$ cat src/rtl/exu_gpr_wb_arb.sv
// exu_gpr_wb_arb: round-robin arbiter that shares the single GPR write port
// between EXU writeback sources (ALU, LSU load return, CSR/JAL link).
// One winner per cycle goes into a registered write stage that drives the
// GPR write port one cycle after the handshake.
// Optional feature macro: EXU_GPR_WB_BYPASS_EN adds a forwarding port
// (byp_ra / byp_hit / byp_wd) that exposes the write stage to readers.

`ifndef RV_XLEN
`define RV_XLEN 32
`endif
`ifndef RV_GPR_AW
`define RV_GPR_AW 5
`endif

module exu_gpr_wb_arb #(
  parameter int unsigned N_REQ = 3,
  parameter int unsigned XLEN  = `RV_XLEN,
  parameter int unsigned AW    = `RV_GPR_AW
) (
  input  logic                  clk,
  input  logic                  rst,
  input  logic                  stall,
  input  logic [N_REQ-1:0]      req_vld,
  input  logic [N_REQ*AW-1:0]   req_wa,
  input  logic [N_REQ*XLEN-1:0] req_wd,
  output logic [N_REQ-1:0]      req_rdy,
  output logic                  gpr_wen,
  output logic [AW-1:0]         gpr_wa,
  output logic [XLEN-1:0]       gpr_wd,
  output logic                  busy
`ifdef EXU_GPR_WB_BYPASS_EN
  ,
  input  logic [AW-1:0]         byp_ra,
  output logic                  byp_hit,
  output logic [XLEN-1:0]       byp_wd
`endif
);

  localparam int unsigned PW = (N_REQ > 1) ? $clog2(N_REQ) : 1;

  logic [PW-1:0]   ptr;
  logic [PW-1:0]   nxt_ptr;
  logic [N_REQ-1:0] gnt;
  logic [PW-1:0]   gnt_idx;
  logic            found;
  logic [PW:0]     sum;
  logic            hs;
  logic [AW-1:0]   sel_wa;
  logic [XLEN-1:0] sel_wd;

  // Round-robin scan starting at ptr; the first valid requester wins.
  always_comb begin
    gnt     = '0;
    gnt_idx = '0;
    found   = 1'b0;
    sum     = '0;
    for (int unsigned k = 0; k < N_REQ; k++) begin
      // ptr + k can exceed N_REQ-1 by at most N_REQ-1, so one subtract wraps it
      sum = {1'b0, ptr} + (PW+1)'(k);
      if (sum >= (PW+1)'(N_REQ)) begin
        sum = sum - (PW+1)'(N_REQ);
      end
      if (!found && req_vld[sum[PW-1:0]]) begin
        gnt[sum[PW-1:0]] = 1'b1;
        gnt_idx          = sum[PW-1:0];
        found            = 1'b1;
      end
    end
  end

  // Next pointer: one past the winner, wrapping at N_REQ-1.
  always_comb begin
    if (gnt_idx == PW'(N_REQ - 1)) begin
      nxt_ptr = '0;
    end else begin
      nxt_ptr = gnt_idx + PW'(1);
    end
  end

  // Winner's address/data mux driven by the one-hot grant.
  always_comb begin
    sel_wa = '0;
    sel_wd = '0;
    for (int unsigned i = 0; i < N_REQ; i++) begin
      if (gnt[i]) begin
        sel_wa = req_wa[i*AW +: AW];
        sel_wd = req_wd[i*XLEN +: XLEN];
      end
    end
  end

  // Grant is suppressed during stall or reset; handshake follows the grant.
  always_comb begin
    req_rdy = gnt & {N_REQ{~(stall | rst)}};
    hs      = found & ~stall & ~rst;
    busy    = (|req_vld) | gpr_wen;
  end

  // Write stage and round-robin pointer; x0 targets complete but never write.
  always_ff @(posedge clk) begin
    if (rst) begin
      ptr     <= '0;
      gpr_wen <= 1'b0;
      gpr_wa  <= '0;
      gpr_wd  <= '0;
    end else begin
      gpr_wen <= hs & (sel_wa != '0);
      if (hs) begin
        gpr_wa <= sel_wa;
        gpr_wd <= sel_wd;
        ptr    <= nxt_ptr;
      end
    end
  end

`ifdef EXU_GPR_WB_BYPASS_EN
  // Forward the in-flight write to a reader before it lands in the GPR file.
  always_comb begin
    byp_hit = gpr_wen & (gpr_wa == byp_ra) & (byp_ra != '0);
    byp_wd  = gpr_wd;
  end
`endif

endmodule

$ cat config.mk
export PLATFORM = sky130hd
export DESIGN_NAME = exu_gpr_wb_arb
export DESIGN_NICKNAME = d
export VERILOG_FILES = /design/src/rtl/exu_gpr_wb_arb.sv
export SDC_FILE = /design/constraint.sdc
export NUM_CORES = 1
export LEC_CHECK = 0
export ABC_AREA = 1
export BUFFER_PORTS_ARGS = -buffer_cell sky130_fd_sc_hd__buf_2
export CAP_MARGIN = 10
export CORE_ASPECT_RATIO = 1.1
export CORE_MARGIN = 2
export CORE_UTILIZATION = 30
export DETAILED_ROUTE_END_ITERATION = 16
export PLACE_DENSITY = 0.73
export RECOVER_POWER = 100
export SLEW_MARGIN = 20
export SYNTH_ARGS = -nofsm -noshare
export SYNTH_HDL_FRONTEND = slang
export SYNTH_SLANG_ARGS = --single-unit
$ cat constraint.sdc
create_clock -name clk -period 2.1 [get_ports clk]
set_clock_uncertainty 0.1 [all_clocks]
set_input_delay 0.21 -clock clk [delete_from_list [all_inputs] [get_ports clk]]
set_output_delay 0.21 -clock clk [all_outputs]
set_load 0.03 [all_outputs]
After elaboration in Yosys (flattened, before gate mapping). Cells that the tools add are included. W data, S select, Z words.

Register bits: 40. Output and inout bits: 42. Input port bits: 117.

Reductions and logical operators: 9. Add/subtract/negate cells: 6. Eq/ne operators: 1. Bitwise logic cells: 11. Muxes and demuxes: 31. Order comparisons: 9.

Operators with widths (number): $mux W32 (3); $mux W5 (3); $mux W2 (7); $lt A2 B3 Y1 const B (3); $mux W1 (9); $mux W3 (3); $bmux W1 S2 (3); $demux W1 S2 (3); $ge A2 B1 Y1 const B (3); $ge A3 B2 Y1 const B (2); $or A3 B3 Y3 (2); $sub A2 B2 Y2 const B (3); $logic_and A1 B1 Y1 (5); $reduce_bool A5 Y1 (1); $add A2 B1 Y3 const B (1); $add A2 B2 Y3 const B (1); $and A1 B1 Y1 (3); $and A3 B3 Y3 (1); $not A1 Y1 (3); $reduce_or A3 Y1 (1); $add A2 B1 Y2 const B (1); $eq A2 B2 Y1 const B (1); $ge A2 B2 Y1 const B (1); $logic_not A1 Y1 (2); $or A1 B1 Y1 (2).

Logic depth before layout (Yosys ltp). Gate-level depths: netlist of the first run.

Depth in word-level cells: 16. Gate-level depth with buffers: 18. Depth with buffers taken out: 17.

Worst setup path after synthesis of the first run. Ideal clock, no wire load.

Path type: register to output. Start: register ptr[0]. End: output req_rdy[1]. Setup slack: -0.210 ns. Data arrival time: 2.000 ns. Cell stages (with the launch flop): 11. Data required time: 1.790 ns. Cells stage by stage: dfxtp_1 -> inv_1 -> ha_1 -> inv_2 -> nand3_1 -> nand2_1 -> nand3_1 -> nor2_1 -> nor2_4 -> buf_2 -> nor2_1.

Longest elaborated chain between the ends: 12.

Ends and longest elaborated chain: start: declaration (RTL line 41) `logic [PW-1:0] ptr;`; start signal: assignment (RTL line 111) `ptr <= nxt_ptr;`; $add A2 B1 Y3 (tied with other cells) (RTL line 59) `sum = {1'b0, ptr} + (PW+1)'(k);`; $ge A3 B2 Y1 (tied with other cells) (RTL line 60) `if (sum >= (PW+1)'(N_REQ)) begin`; $mux W2 (tied with other cells) (RTL line 60); $lt A2 B3 Y1 (implied by the code) (tied with other cells) (RTL line 64) `gnt[sum[PW-1:0]] = 1'b1;`; $logic_and A1 B1 Y1 (implied by the code) (tied with other cells) (RTL line 64); $mux W1 (implied by the code) (tied with other cells) (RTL line 64); $demux W1 S2 (tied with other cells) (RTL line 64); $or A3 B3 Y3 (no line) or $mux W1 (tied branches); $mux W3 or $logic_not A1 Y1 (tied branches) (RTL line 63) `if (!found && req_vld[sum[PW-1:0]]) begin`; $or A3 B3 Y3 (no line) or $logic_and A1 B1 Y1 (tied branches); $mux W3 * (RTL line 63); $and A3 B3 Y3 * (RTL line 94) `req_rdy = gnt & {N_REQ{~(stall | rst)}};`; end: declaration (RTL line 26) `output logic [N_REQ-1:0] req_rdy,`.

Mark *: on every way between the ends. The rest lies on a longest branch, timed or not. The select of a mux whose other input is x is not followed.

Worst setup path in the final report of the first run.
Start: register ptr[1]. End: output req_rdy[0].

The elaborated chain is that of the path after synthesis.

==> results of run 1 <==
timing repair:
item,CTS,global route
pin swaps,19,26
setup buffers,18,13
gates cloned,3,7
endpoints found under the setup margin,42,43
resized for setup,63,71
power by group through the flow:
stage	logic [mW]	registers (mW)	clock network, mW
after floorplan	0.920	1.11	0
after global placement	1.63	0.919	0
after detailed placement	1.66	0.922	0
after CTS	1.96	0.909	0.513
after global routing	2.58	0.926	0.544
final	2.41	0.914	0.497
per-stage QoR:
step	area (sq um)	setup WS, ns
after global placement	3557	-0.1405
final	4468	-0.2369
after floorplan	2494	0.002082
after CTS	4015	-0.1469
after global routing	4468	-0.3294
after detailed placement	3557	-0.2199
state kept, by name, indices dropped and copies added (netlist names):
register  cells
gpr_wd       32
gpr_wa        5
gpr_wen       1
ptr           2
area by class of cell:
| cell class | count | area (sq um) |
|---|---|---|
| clock inverters | 1 | 5.005 |
| clock buffers | 6 | 72.57 |
| well taps | 108 | 135.1 |
| multi-input cells | 290 | 1812 |
| inverters | 15 | 73.82 |
| fillers | 748 | 3487 |
| flip-flops and latches | 40 | 805.8 |
| repair buffers | 228 | 1564 |
worst max-delay path, cell delays in order (launching register included):
cell	delay [ns]
dfxtp_2	0.34
buf_6	0.11
ha_4	0.31
nand3_2	0.13
nand2_4	0.12
buf_6	0.11
buf_6	0.09
nand4_4	0.11
buf_6	0.16
a21oi_4	0.11
buf_6	0.14
metal layers:
| layer | track usage, % | routed length (um) | part of all wire [%] | vias up |
|---|---|---|---|---|
| met5 | 0 | 0 | 0 | - |
| met1 | 21.00 | 4068 | 39 | 1625 |
| met2 | 36.45 | 5466 | 52 | 177 |
| met3 | 4.470 | 819 | 7.8 | 19 |
| li1 | - | - | - | 1720 |
| met4 | 5.917 | 211 | 2.0 | 0 |
Yosys cell counts (all sizes together):
cell	number
a21oi	105
nand2	64
nand3	51
o21ai	41
dfxtp	40
buf	19
inv	15
clkbuf	12
nor2	10
nand3b	5
nand4	5
ha	4
or2	3
nor3	1
worst paths after layout:
kind                                  from          to  slack (ns)
worst max-delay path                ptr[1]  req_rdy[0]       -0.24
worst min-delay path            req_wd[90]  gpr_wd[26]        0.09
worst max register to register      ptr[1]     gpr_wen       -0.22
worst min register to register  gpr_wd[31]  gpr_wd[31]        0.36
cells by family (layout without fill, tap and decap cells):
| logic type | Yosys count | in the layout | synth area share, % |
|---|---|---|---|
| flip-flops | 40 | 40 | 32.37 |
| buffers and inverters | 46 | 250 | 9.256 |
| adder cells (fa/ha/maj) | 4 | 4 | 2.023 |
| AND/OR/NAND/NOR | 139 | 140 | 26.35 |
| AO/OA/AOI/OAI | 146 | 146 | 29.99 |
==> out/qor.csv, run 1 <==
stage,metric,value,unit
drt,drc_errors,0,
synthesis,synth.largest_area_cell,dfxtp_1,
synthesis,synth.cell_area,2474,sq um
clock_tree,cts_hold_buf,0,
setup_path,required,1.79,ns
setup_path,rr_worst_depth,18,
drt,viasPerCell,5.147,
drt,wl,10570,um
finish,final_cell_mix,"buf_2 (116), a21oi_1 (72), nand2_1 (46), nand3_1 (40), clkbuf_1 (40)",
hold_path,hp-class,primary input to register,
place,hpwlAfterDp,6434,um
global_route,antenna_found_initial,0,
floorplanning,initial_utilization,31.09,%
floorplanning,num_rows,34,
drt,avgRoutedWirePerCell,15.36,um
power_and_ir_drop,powerDensity,855.3,nW/um^2
finish,syn_to_final_growth,80.63,%
sta,rsz0062_at_grt,yes,
power_and_ir_drop,clkPwrFrac,13.0,%
floorplanning,dieArea,8989,sq um
finish,fin_util,56.17,%
place,place_inst,642,
status,violations,setup timing,
clock_tree,clkSinkCount,40,
global_route,grt_pass1_wl,14410,um
finish,nNetsFinal,701,
sta,worst_slack,-0.2369,ns
setup_path,end_kind,primary output,
sta,setup_viol,42,
synthesis,synth_area_leaders,"dfxtp_1 (32%), a21oi_1 (21%), nand3_1 (10%), nand2_1 (9.3%), o21ai_1 (6.9%)",
sta,period_needed,2.337,ns
hold_path,whs_path_depth,3,
setup_path,cp_max_fo,5,
place,port_buffers,158,
clock_tree,cts_root_buffer,clkbuf_8,
synthesis,avgSynthCellArea,6.596,sq um
status,outcome,finished with violations,
clock_tree,path_clk_slew,0.08,ns
setup_path,criticalPathCategory,register to primary output,
sta,tns,-5.997,ns
power_and_ir_drop,p_sw_share,43.82,%
drt,drt-pass1-iter-count,4,
setup_path,critPathLaunchType,register,
drt,first_iter_violations,156,
synthesis,synth_seq_cells,40,
global_route,grt_pass1_vias,3269,
synthesis,ys_warn_count,0,
power_and_ir_drop,p_total,3.822,mW
clock_tree,cts_tree,done,
global_route,grt_usage,19.17,%
power_and_ir_drop,p_comb_share,63.1,%
sta,clock.fmax,427.9,MHz
power_and_ir_drop,leakage,1.871,nW
finish,antenna_cells,0,
sta,whs,0.09340,ns
finish,final_common_cell,buf_2,
finish,fin_cells,688,
power_and_ir_drop,p_switching,1.675,mW
synthesis,yosysTopAreaCellShare,32.37,%
finish,layout-drive-gt1-share,48.45,%
sta,timing.final.crit_share,111.3,%
sta,relSlewSlack,71.54,%
floorplanning,die_h,99.24,um
synthesis,postSynthCellCount,375,
floorplanning,ioPinCount,159,
clock_tree,clk_latency,0.29,ns
place,gp_congestion,0.9026,
power_and_ir_drop,pwr-share-seq,23.9,%
clock_tree,cts_max_path_buffers,2,
flow_run,maxCapViolCount,0,
synthesis,ys_seq_area_share,32.37,%
drt,vias,3541,
clock_tree,cts_max_level,2,
clock_tree,cts_inserted_buffers,5,
drt,drtAntennaViolNets,0,
synthesis,syn_nets,496,
sta,final-max-slew-violation-count,0,
floorplanning,die_w,90.58,um
sta,tightest_slew,0.4269,ns
global_route,grt_max_degree,40,
setup_path,arrival,2.03,ns
power_and_ir_drop,max-vdd-ir-drop,0.3936,mV
power_and_ir_drop,p_int,2.147,mW
global_route,grt_remaining_overflow,0,
synthesis,yosysUniqueCellTypes,24,
sta,hold_viol,0,
floorplanning,coreArea,7955,sq um
Power figures use the tool's default switching activity.
==> inputs of run 2 (changes only) <==
- CORE_MARGIN: 2 -> 4
==> out/qor.csv, run 2 (synthesis gave the netlist of run 1 again) <==
stage,metric,value,unit
status,outcome,finished with violations,
status,violations,setup timing,
power_and_ir_drop,p_total,3.942,mW
floorplanning,dieArea,9764,sq um
finish,fin_util,55.21,%
drt,viasPerCell,5.171,
sta,tightest_slew,0.4451,ns
clock_tree,cts_tree,done,
sta,hold_viol,0,
finish,multi_input_area,1748,sq um
clock_tree,clkSinkCount,40,
finish,final_common_cell,buf_2,
clock_tree,clk_latency,0.29,ns
clock_tree,path_clk_slew,0.09,ns
sta,worst_slack,-0.2754,ns
setup_path,end_kind,primary output,
clock_tree,cts_root_buffer,clkbuf_8,
drt,drtAntennaViolNets,0,
sta,timing.final.crit_share,113.1,%
flow_run,maxCapViolCount,0,
place,place_area,3567,sq um
floorplanning,die_w,94.58,um
setup_path,critPathLaunchType,register,
setup_path,arrival,2.07,ns
clock_tree,cts_inserted_buffers,5,
finish,final_cell_mix,"buf_2 (117), a21oi_1 (86), nand2_1 (53), clkbuf_1 (39)",
floorplanning,num_rows,34,
floorplanning,ioPinCount,159,
place,port_buffers,158,
sta,relSlewSlack,70.02,%
finish,final_area,4392,sq um
finish,n_fill_cell,746,
power_and_ir_drop,leakage,1.856,nW
drt,first_iter_violations,242,
drt,vias,3547,
finish,syn_to_final_growth,77.54,%
drt,drc_errors,0,
hold_path,hp-class,primary input to register,
drt,wl,10530,um
global_route,antenna_found_initial,0,
sta,clock.fmax,421.0,MHz
global_route,grt_pass1_vias,3357,
finish,reg_top3,"gpr_wd: 32 flops, gpr_wa: 5 flops, ptr: 2 flops",
setup_path,criticalPathCategory,register to primary output,
clock_tree,cts_max_level,2,
global_route,grt_usage,19.24,%
floorplanning,initial_utilization,31.09,%
sta,setup_viol,43,
finish,largest_register_ffs,32,
sta,whs,0.08298,ns
global_route,grt_pass1_wl,14970,um
global_route,grt_max_degree,40,
floorplanning,die_h,103.2,um
finish,seq_area,805.8,sq um
sta,tns,-8.873,ns
power_and_ir_drop,powerDensity,897.7,nW/um^2
drt,drt-pass1-iter-count,5,
place,hpwlAfterDp,6762,um
finish,antenna_cells,0,
setup_path,required,1.79,ns
sta,period_needed,2.375,ns
floorplanning,coreArea,7955,sq um
setup_path,cp_max_fo,5,
finish,layout-drive-gt1-share,45.50,%
sta,final-max-slew-violation-count,0,
finish,nNetsFinal,698,
clock_tree,cts_max_path_buffers,2,
sta,rsz0062_at_grt,yes,
global_route,grt_remaining_overflow,0,
finish,top_register,gpr_wd,
drt,avgRoutedWirePerCell,15.35,um
power_and_ir_drop,max-vdd-ir-drop,0.3675,mV
place,gp_congestion,0.8647,
[run 2: cell count changes in the layout (fill, tap and decap cells not counted), sizes merged]
cell      delta
bufinv       +1
clkbuf       -4
clkinvlp     +1
[run 2: area by class of cell]
class                   count  area share [%]
multi-input cells         290           39.80
repair buffers            225           34.73
clock inverters             3          0.9687
flip-flops and latches     40           18.35
well taps                 108           3.077
clock buffers               5           1.567
inverters                  15           1.510
[run 2: final timing paths]
check                   from          to  slack [ns]  cells past startpoint
setup / recovery      ptr[1]  req_rdy[1]       -0.28                     10
hold / removal    req_wd[77]  gpr_wd[13]        0.08                      3
setup reg to reg      ptr[1]   gpr_wd[6]       -0.25                     13
hold reg to reg    gpr_wd[5]   gpr_wd[5]        0.36                      2
[run 2: metrics by stage]
stage	std cells	worst slack [ns]
2_1_floorplan	375	0.002082
3_3_place_gp	645	-0.1328
3_5_place_dp	645	-0.2087
4_1_cts	678	-0.1861
5_1_grt	686	-0.3684
6_report	686	-0.2754
[run 2: timing repair]
| item | in CTS | in global routing |
|---|---|---|
| hold endpoints to repair | 0 | 0 |
| hold buffers | 0 | 0 |
| cloned | 5 | 3 |
| gates resized for setup | 65 | 47 |
| endpoints found under the setup margin | 43 | 43 |
| setup buffers | 20 | 5 |
| pin swaps | 26 | 26 |
[run 2: metal layers]
layer	up-vias	global-route usage, %	part of all wire, %
met1	1626	21.52	39
met3	24	3.256	7.5
met2	187	36.68	51
met5	-	0	0
met4	0	6.659	2.4
li1	1710	-	-
[run 2: where the power goes]
part | internal [mW] | switching, mW | total [mW]
sequential | 0.858 | 0.0563 | 0.914
clock | 0.352 | 0.286 | 0.638
combinational | 1.08 | 1.31 | 2.39
[run 2: worst max-delay path, stage by stage, from the launching register on]
cell and delay (ns):
dfxtp_2 0.34, buf_6 0.12, ha_4 0.31, inv_4 0.06, a21oi_4 0.24, nand3_2 0.15
nor2_4 0.15, nor2_4 0.07, buf_6 0.13, nor2_4 0.08, buf_6 0.13
==> inputs of run 3 (changes only) <==
- PLACE_DENSITY: 0.73 -> 0.71
- clock period: 2.1 -> 2.4 ns (I/O delays scaled with it)
==> out/qor.csv, run 3 (synthesis gave the netlist of run 1 again) <==
stage,metric,value,unit
status,outcome,completed,
clock_tree,cts_tree,done,
place,port_buffers,158,
clock_tree,clk_latency,0.28,ns
clock_tree,path_clk_slew,0.07,ns
flow_run,maxCapViolCount,0,
drt,avgRoutedWirePerCell,13.37,um
setup_path,startpoint,ptr[0],
sta,rsz0062_at_grt,yes,
global_route,grt_pass1_wl,13390,um
setup_path,cp_max_fo,6,
clock_tree,cts_max_level,2,
power_and_ir_drop,max-vdd-ir-drop,0.2919,mV
sta,hold_viol,0,
setup_path,end_kind,primary output,
hold_path,hp-class,primary input to register,
drt,route.met3.wl,591,um
drt,first_iter_violations,129,
finish,nNetsFinal,647,
drt,viasPerCell,5.017,
drt,drc_errors,0,
clock_tree,cts_root_buffer,clkbuf_8,
finish,syn_to_final_growth,44.76,%
setup_path,r2r_start,ptr[0],
sta,relSlewSlack,71.98,%
place,gp_congestion,0.8889,
clock_tree,clkSinkCount,40,
setup_path,reg2reg_slack,0.09,ns
finish,fin_cells,635,
sta,period_needed,2.325,ns
floorplanning,coreArea,7955,sq um
sta,timing.final.crit_share,96.88,%
clock_tree,cts_hold_buf,0,
power_and_ir_drop,leakage,1.487,nW
clock_tree,cts_max_path_buffers,2,
finish,reg_top3,"gpr_wd: 32 flops, gpr_wa: 5 flops, ptr: 2 flops",
setup_path,critPathLaunchType,register,
place,post-place-ws,-0.1032,ns
drt,drtAntennaViolNets,0,
drt,top_layer,met4,
floorplanning,initial_utilization,31.09,%
finish,final_cell_mix,"buf_2 (116), a21oi_1 (102), nand2_1 (56), nand3_1 (47), clkbuf_1 (41)",
floorplanning,ioPinCount,159,
place,hpwlAfterDp,6254,um
global_route,grt_max_degree,43,
finish,antenna_cells,0,
setup_path,required,2.06,ns
floorplanning,die_h,103.2,um
global_route,grt_pass1_vias,3061,
floorplanning,num_rows,34,
finish,layout-drive-gt1-share,33.40,%
sta,worst_slack,0.07484,ns
sta,whs,0.1289,ns
sta,tns,0,ns
hold_path,hp-start,req_wd[81],
sta,final-max-slew-violation-count,0,
setup_path,arrival,1.99,ns
finish,top_register,gpr_wd,
floorplanning,die_w,94.58,um
drt,drt-pass1-iter-count,4,
finish,n_fill_cell,871,
global_route,antenna_found_initial,0,
sta,tightest_slew,0.4203,ns
clock_tree,cts_inserted_buffers,5,
drt,wl,8488,um
setup_path,crit_end,req_rdy[1],
global_route,grt_remaining_overflow,0,
sta,setup_viol,0,
finish,fin_util,45.01,%
drt,vias,3186,
setup_path,reg2reg_to,gpr_wen,
floorplanning,dieArea,9764,sq um
setup_path,criticalPathCategory,register to primary output,
power_and_ir_drop,powerDensity,744.5,nW/um^2
drt,drt-met1-wl,3630,um
finish,largest_register_ffs,32,
drt,wl_met2,4151,um
global_route,grt_usage,16.89,%
setup_path,rr_worst_depth,15,
sta,clock.fmax,430.1,MHz
finish,final_common_cell,buf_2,
place,place_inst,622,
-- run 3: cell count changes in the layout (fill, tap and decap cells not counted), sizes merged --
cell / change
nand2: -1
clkbuf: +1
clkinv: -1
buf: -48
clkinvlp: -1
bufinv: -1
-- run 3: layout make-up --
class | instances | area, sq um | area share [%]
clock buffers | 8 | 90.09 | 2.516
inverters | 15 | 58.81 | 1.642
repair buffers | 175 | 945.9 | 26.42
flip-flops and latches | 40 | 808.3 | 22.57
well taps | 108 | 135.1 | 3.774
multi-input cells | 289 | 1543 | 43.08
-- run 3: power breakdown --
part | internal [mW] | total (mW) | switching, mW
clock network | 0.235 | 0.453 | 0.219
logic | 0.512 | 1.41 | 0.903
registers | 0.751 | 0.798 | 0.0475
-- run 3: worst min-delay path by stage --
stage	to	cells past startpoint
2_1_floorplan	gpr_wd[20]	2
3_3_place_gp	gpr_wd[6]	2
3_5_place_dp	gpr_wd[20]	2
4_1_cts	gpr_wd[17]	3
5_1_grt	gpr_wd[17]	3
6_report	gpr_wd[17]	3
-- run 3: metrics by stage --
step	total power, mW	cell area [sq um]
global placement	2.128	3374
floorplan	1.766	2474
finish	2.666	3581
detailed placement	2.155	3374
CTS	2.650	3515
global route	2.872	3581
-- run 3: routing by layer --
metal	global-route usage, %	vias to the layer above
met2	30.29	113
li1	-	1601
met4	5.438	0
met5	0	-
met1	19.89	1462
met3	4.052	10
-- run 3: repair_timing --
item / CTS / global route
endpoints found under the setup margin: 36 / 41
hold endpoints to repair: 0 / 0
buffers inserted: 1 / 4
gates resized for setup: 11 / 27
pin swaps: 1 / 7
-- run 3: critical path: stages (launching register included) --
cell and delay (ns):
dfxtp_4 0.37, inv_1 0.11, ha_4 0.24, nand2_1 0.10, nor2_2 0.05, a21oi_4 0.19, nand3_2 0.14, nor2_4 0.15
nor2_4 0.06, nor2_1 0.13, buf_4 0.18
